File: config.mk
export PLATFORM = sky130hd
export DESIGN_NAME = asrv32_regfile
export DESIGN_NICKNAME = d
export VERILOG_FILES = /design/src/rtl/asrv32_regfile.sv
export SDC_FILE = /design/constraint.sdc
export NUM_CORES = 2
export LEC_CHECK = 0
export BUFFER_PORTS_ARGS = -buffer_cell sky130_fd_sc_hd__buf_2
export CORE_ASPECT_RATIO = 1.5
export CORE_MARGIN = 4
export CORE_UTILIZATION = 44
export DETAILED_ROUTE_END_ITERATION = 8
export PLACE_DENSITY = 0.62
export SYNTH_ARGS = -nofsm -noshare
export SYNTH_HDL_FRONTEND = slang
export SYNTH_SLANG_ARGS = --single-unit
File: constraint.sdc
create_clock -name i_clk -period 8.9 [get_ports i_clk]
set_input_delay 1.335 -clock i_clk [delete_from_list [all_inputs] [get_ports i_clk]]
set_output_delay 1.335 -clock i_clk [all_outputs]
set_load 0.01 [all_outputs]
File: src/rtl/asrv32_regfile.sv
// ASRV32 base register file (RV32I/RV32E), 1-cycle registered reads gated by i_ce_rd, no backpressure;
// post-reset clear sequencer drives o_ready. Define ASRV32_REGFILE_BYPASS_EN for write-first forwarding.
module asrv32_regfile #(
  parameter int XLEN  = 32,
  parameter int NREGS = 32
) (
  input  logic            i_clk,
  input  logic            i_rst,
  input  logic            i_ce_rd,
  input  logic            i_ce_wr,
  input  logic [4:0]      i_rs1_addr,
  input  logic [4:0]      i_rs2_addr,
  input  logic [4:0]      i_rd_addr,
  input  logic [XLEN-1:0] i_rd_data,
  output logic [XLEN-1:0] o_rs1_data,
  output logic [XLEN-1:0] o_rs2_data,
  output logic            o_rs_illegal,
  output logic            o_ready
);

  localparam int         AW      = $clog2(NREGS);
  localparam logic [5:0] NREGS_W = 6'(NREGS);
  localparam logic [4:0] LAST    = 5'(NREGS - 1);

  typedef enum logic {ST_CLEAR, ST_READY} state_t;

  state_t          state_q, state_d;
  logic [4:0]      cnt_q, cnt_d;
  logic [XLEN-1:0] regs_q [NREGS];
  logic [XLEN-1:0] regs_d [NREGS];
  logic [XLEN-1:0] rs1_q, rs1_d, rs2_q, rs2_d;
  logic            illegal_q, illegal_d;
  logic            ready_q, ready_d;
  logic            wr_en;

  function automatic logic is_legal(input logic [4:0] a);
    return ({1'b0, a} < NREGS_W);
  endfunction

  assign wr_en = (state_q == ST_READY) && i_ce_wr && (i_rd_addr != 5'd0) && is_legal(i_rd_addr);

  // x0 and out-of-range addresses read as zero
  function automatic logic [XLEN-1:0] rd_val(input logic [4:0] a);
    logic [XLEN-1:0] v;
    v = '0;
    if ((a != 5'd0) && is_legal(a)) begin
      v = regs_q[a[AW-1:0]];
`ifdef ASRV32_REGFILE_BYPASS_EN
      if (wr_en && (a == i_rd_addr)) v = i_rd_data;
`endif
    end
    return v;
  endfunction

  always_comb begin
    state_d   = state_q;
    cnt_d     = cnt_q;
    regs_d    = regs_q;
    rs1_d     = rs1_q;
    rs2_d     = rs2_q;
    illegal_d = illegal_q;
    ready_d   = ready_q;
    case (state_q)
      ST_CLEAR: begin
        regs_d[cnt_q[AW-1:0]] = '0;
        cnt_d = cnt_q + 5'd1;
        if (cnt_q == LAST) begin
          state_d = ST_READY;
          ready_d = 1'b1;
        end
      end
      default: begin
        if (wr_en) regs_d[i_rd_addr[AW-1:0]] = i_rd_data;
        if (i_ce_rd) begin
          rs1_d     = rd_val(i_rs1_addr);
          rs2_d     = rd_val(i_rs2_addr);
          illegal_d = !is_legal(i_rs1_addr) || !is_legal(i_rs2_addr);
        end
      end
    endcase
  end

  always_ff @(posedge i_clk) begin
    if (i_rst) begin
      state_q   <= ST_CLEAR;
      cnt_q     <= 5'd1;
      rs1_q     <= '0;
      rs2_q     <= '0;
      illegal_q <= 1'b0;
      ready_q   <= 1'b0;
    end else begin
      state_q   <= state_d;
      cnt_q     <= cnt_d;
      rs1_q     <= rs1_d;
      rs2_q     <= rs2_d;
      illegal_q <= illegal_d;
      ready_q   <= ready_d;
    end
  end

  // array has no reset; the clear sequencer zeroes it, and no write lands on a reset edge
  always_ff @(posedge i_clk) begin
    if (!i_rst) regs_q <= regs_d;
  end

  assign o_rs1_data   = rs1_q;
  assign o_rs2_data   = rs2_q;
  assign o_rs_illegal = illegal_q;
  assign o_ready      = ready_q;

endmodule

==> metrics.txt <==
Slew Limit Fails 0; unrepaired setup endpoints after global routing false; final cycle utilization of the critical path 47.76%; clock slew at the register clock pins of the worst setup and hold paths 0.07 ns; count of mapped cells out of synthesis 5504; CP endpoint kind register; maximum buffer depth of the clock tree 3; Final Wtd Congestion 0.9390; setup tns final 0 ns; max incr delay on CP 0.85 ns; buffer cell driving the clock tree root sky130_fd_sc_hd__clkbuf_16; Final Instance Area 0.06903 mm^2; TritonCTS clock tree built; post-DR wirelength/cell 37.71 um; number of gates on the worst path with buffers counted 7; fraction of registers with async set/reset 0%; count of warnings emitted by yosys 0; Final ANT Viol Nets 0; layout overhead on the synthesized area 9.656%; die height 471.2 um; critical path arrival 4.86 ns; Num CTS Buffers 106; number of cells traversed by the worst register-to-register path 5; VDD IR-drop max 0.0001494 V; layout cell share with drive strength beyond 1 15.49%; number of DRC violations after detailed routing 0; post-cts resize count 0; Clock Skews 0.02674 ns; fill cell instance count of the final layout 12650; family with the most delay on the worst path buffers and inverters; DP HPWL 164.8 mm; wire length of the first global-routing pass 380.5 mm; H-Tree Depth 3; maximum fanout encountered on the critical timing path 60; Slowest cell on crit path sky130_fd_sc_hd__nand2b_4; number of detailed-route iterations in the first pass 6; mean instance size in the synthesized netlist 11.44 um^2; Post-CTS Setup Inserts 0; leading cell type in the layout, fill and taps excluded sky130_fd_sc_hd__edfxtp_1; largest net degree at the start of global routing 92; pwr dens 187.0 mW/mm^2; x dimension of the die 316.8 um; leakage power total 26.33 nW; number of rows created at floorplan 169; mapped cell area 0.06295 mm^2; total chip power 0.01291 W; IO Count 117; via count 52830; ordered cell list for the critical path buf_8, buf_4, nand2b_4, buf_4, o22ai_1, a2111oi_0, o32ai_1; transition time at the pin with the least slew margin 1.249 ns; TritonCTS sink count 1095; worst slack at placement 4.088 ns; cell depth of the worst min-delay path 1; Post-synth EDFFs 1024; startpoint kind of the worst setup timing path primary input; Req. time, crit path 9.51 ns; Setup Crit Path Kind primary input to register; classification of the worst-slack hold path register to register; Max transition margin 16.52%; drt via density 7.249; run status finished, final reports clean; clock period minus worst slack 4.251 ns; end-of-flow core utilization 48.65%; highest-count cells in the layout ignoring fill and taps sky130_fd_sc_hd__edfxtp_1 (1024), sky130_fd_sc_hd__nand2_1 (872), sky130_fd_sc_hd__o21ai_0 (819); GRT Total Usage 35.58%; antenna violations before repair 25; prevailing post-synth register cell sky130_fd_sc_hd__edfxtp_1; fmax 235.3 MHz; cell with the most instances on the worst path sky130_fd_sc_hd__buf_4; standard cell core area 0.1419 mm^2; die outline area 0.1493 mm^2; CP Buf/Inv Count 3; grt total ovfl 0; Max-Cap Viols 0; final setup margin 4.649 ns; drt initial violations 9557; total routed wirelength 274.8 mm; Placement Cell Area 0.06539 mm^2; Initial Util 44.37%; sequential cell area fraction in the yosys report 51.11%; total of endpoints with negative setup slack in the final report 0; post-synthesis net count 5560; Layout Nets 5355; flop and latch count out of synthesis 1095; number of buffer cells added on primary ports 115; clk_lat worst skew 0.76 ns; endpoints failing hold 0; Post-CTS Hold Buffers 0; number of distinct library cell variants in the gate-level netlist after synthesis 65; vias in the first global route 50540
==> routing by layer <==
layer,track usage [%],part of all wire (%),vias to the layer above
li1,-,-,20750
met5,0.3953,0.074,-
met1,44.44,34,25840
met3,11.76,14,1190
met4,21.84,7.4,18
met2,53.28,44,5026
==> kinds of logic after synthesis <==
kind of cell,Yosys count,share of synthesized area [%]
other,1,0.005957
muxes,852,18.06
xor gates and xnor gates,3,0.04175
buffers and inverters,628,4.476
AOI/OAI and AO/OA,1805,18.82
and+or+nand+nor,1115,7.390
DFF,1095,51.11
adders and majority gates,5,0.09938
==> stage by stage <==
step / instances / hold WS, ns
floorplan: 5504 / 0.5027
global placement: 7072 / 0.5491
finish: 7288 / 0.5751
CTS: 7273 / 0.5787
detailed placement: 7072 / 0.5636
global route: 7276 / 0.6004
==> flip-flops by register name, indices dropped and copies added (netlist names) <==
signal / flops
regs_q: 1024
o_rs1_data: 32
o_rs2_data: 32
cnt_q: 5
o_ready: 1
state_q: 1
==> area by class of cell <==
| type | count | area (um^2) | area share (%) |
|---|---|---|---|
| Clock buffer | 133 | 2858 | 4.140 |
| Sequential cell | 1095 | 32180 | 46.61 |
| Timing Repair Buffer | 272 | 1863 | 2.699 |
| Multi-Input combinational cell | 3781 | 28840 | 41.78 |
| Inverter | 43 | 161.4 | 0.2338 |
| Antenna cell | 15 | 37.54 | 0.05438 |
| Tap cell | 1881 | 2354 | 3.410 |
| Clock inverter | 68 | 739.5 | 1.071 |
==> power breakdown <==
part / internal [W] / switching, W / leakage, nW
clock network: 0.00269 / 0.00219 / 1.74
logic: 0.000639 / 0.00109 / 13.9
registers: 0.00604 / 0.000266 / 10.6
total: 0.00937 / 0.00354 / 26.3
==> synthesized netlist by cell type, types with 12 or more instances <==
cell type / count / area [um^2]
sky130_fd_sc_hd__a211oi_1: 57 / 427.9
sky130_fd_sc_hd__a211oi_2: 12 / 150.1
sky130_fd_sc_hd__a21bo_2: 32 / 320.3
sky130_fd_sc_hd__a21boi_0: 52 / 390.4
sky130_fd_sc_hd__a21oi_1: 96 / 480.5
sky130_fd_sc_hd__a22o_1: 224 / 1962
sky130_fd_sc_hd__a22oi_1: 127 / 953.4
sky130_fd_sc_hd__a31oi_1: 17 / 106.4
sky130_fd_sc_hd__and2_1: 56 / 350.3
sky130_fd_sc_hd__and3_1: 28 / 175.2
sky130_fd_sc_hd__buf_1: 13 / 48.80
sky130_fd_sc_hd__buf_2: 107 / 535.5
sky130_fd_sc_hd__buf_4: 23 / 172.7
sky130_fd_sc_hd__buf_6: 23 / 259.0
sky130_fd_sc_hd__clkbuf_1: 413 / 1550
sky130_fd_sc_hd__dfxtp_1: 71 / 1421
sky130_fd_sc_hd__edfxtp_1: 1024 / 30750
sky130_fd_sc_hd__inv_1: 43 / 161.4
sky130_fd_sc_hd__mux2i_1: 616 / 6166
sky130_fd_sc_hd__mux4_2: 226 / 5090
sky130_fd_sc_hd__nand2_1: 873 / 3277
sky130_fd_sc_hd__nor2_1: 64 / 240.2
sky130_fd_sc_hd__nor2b_1: 56 / 350.3
sky130_fd_sc_hd__o21ai_0: 819 / 4099
sky130_fd_sc_hd__o21bai_1: 27 / 202.7
sky130_fd_sc_hd__o22ai_1: 138 / 863.3
sky130_fd_sc_hd__o2bb2ai_1: 32 / 280.3
sky130_fd_sc_hd__o31ai_1: 32 / 240.2
sky130_fd_sc_hd__o32ai_1: 57 / 499.2
sky130_fd_sc_hd__o41ai_2: 17 / 276.5
==> worst paths after layout <==
| path | end | start | slack (ns) |
|---|---|---|---|
| min reg2reg | o_rs2_data[8] | o_rs2_data[8] | 0.58 |
| max reg2reg | o_rs1_data[15] | state_q | 4.89 |
| min | o_rs2_data[8] | o_rs2_data[8] | 0.58 |
| max | o_rs2_data[19] | i_rs2_addr[2] | 4.65 |
No activity file was read; power rests on OpenSTA's default activity.
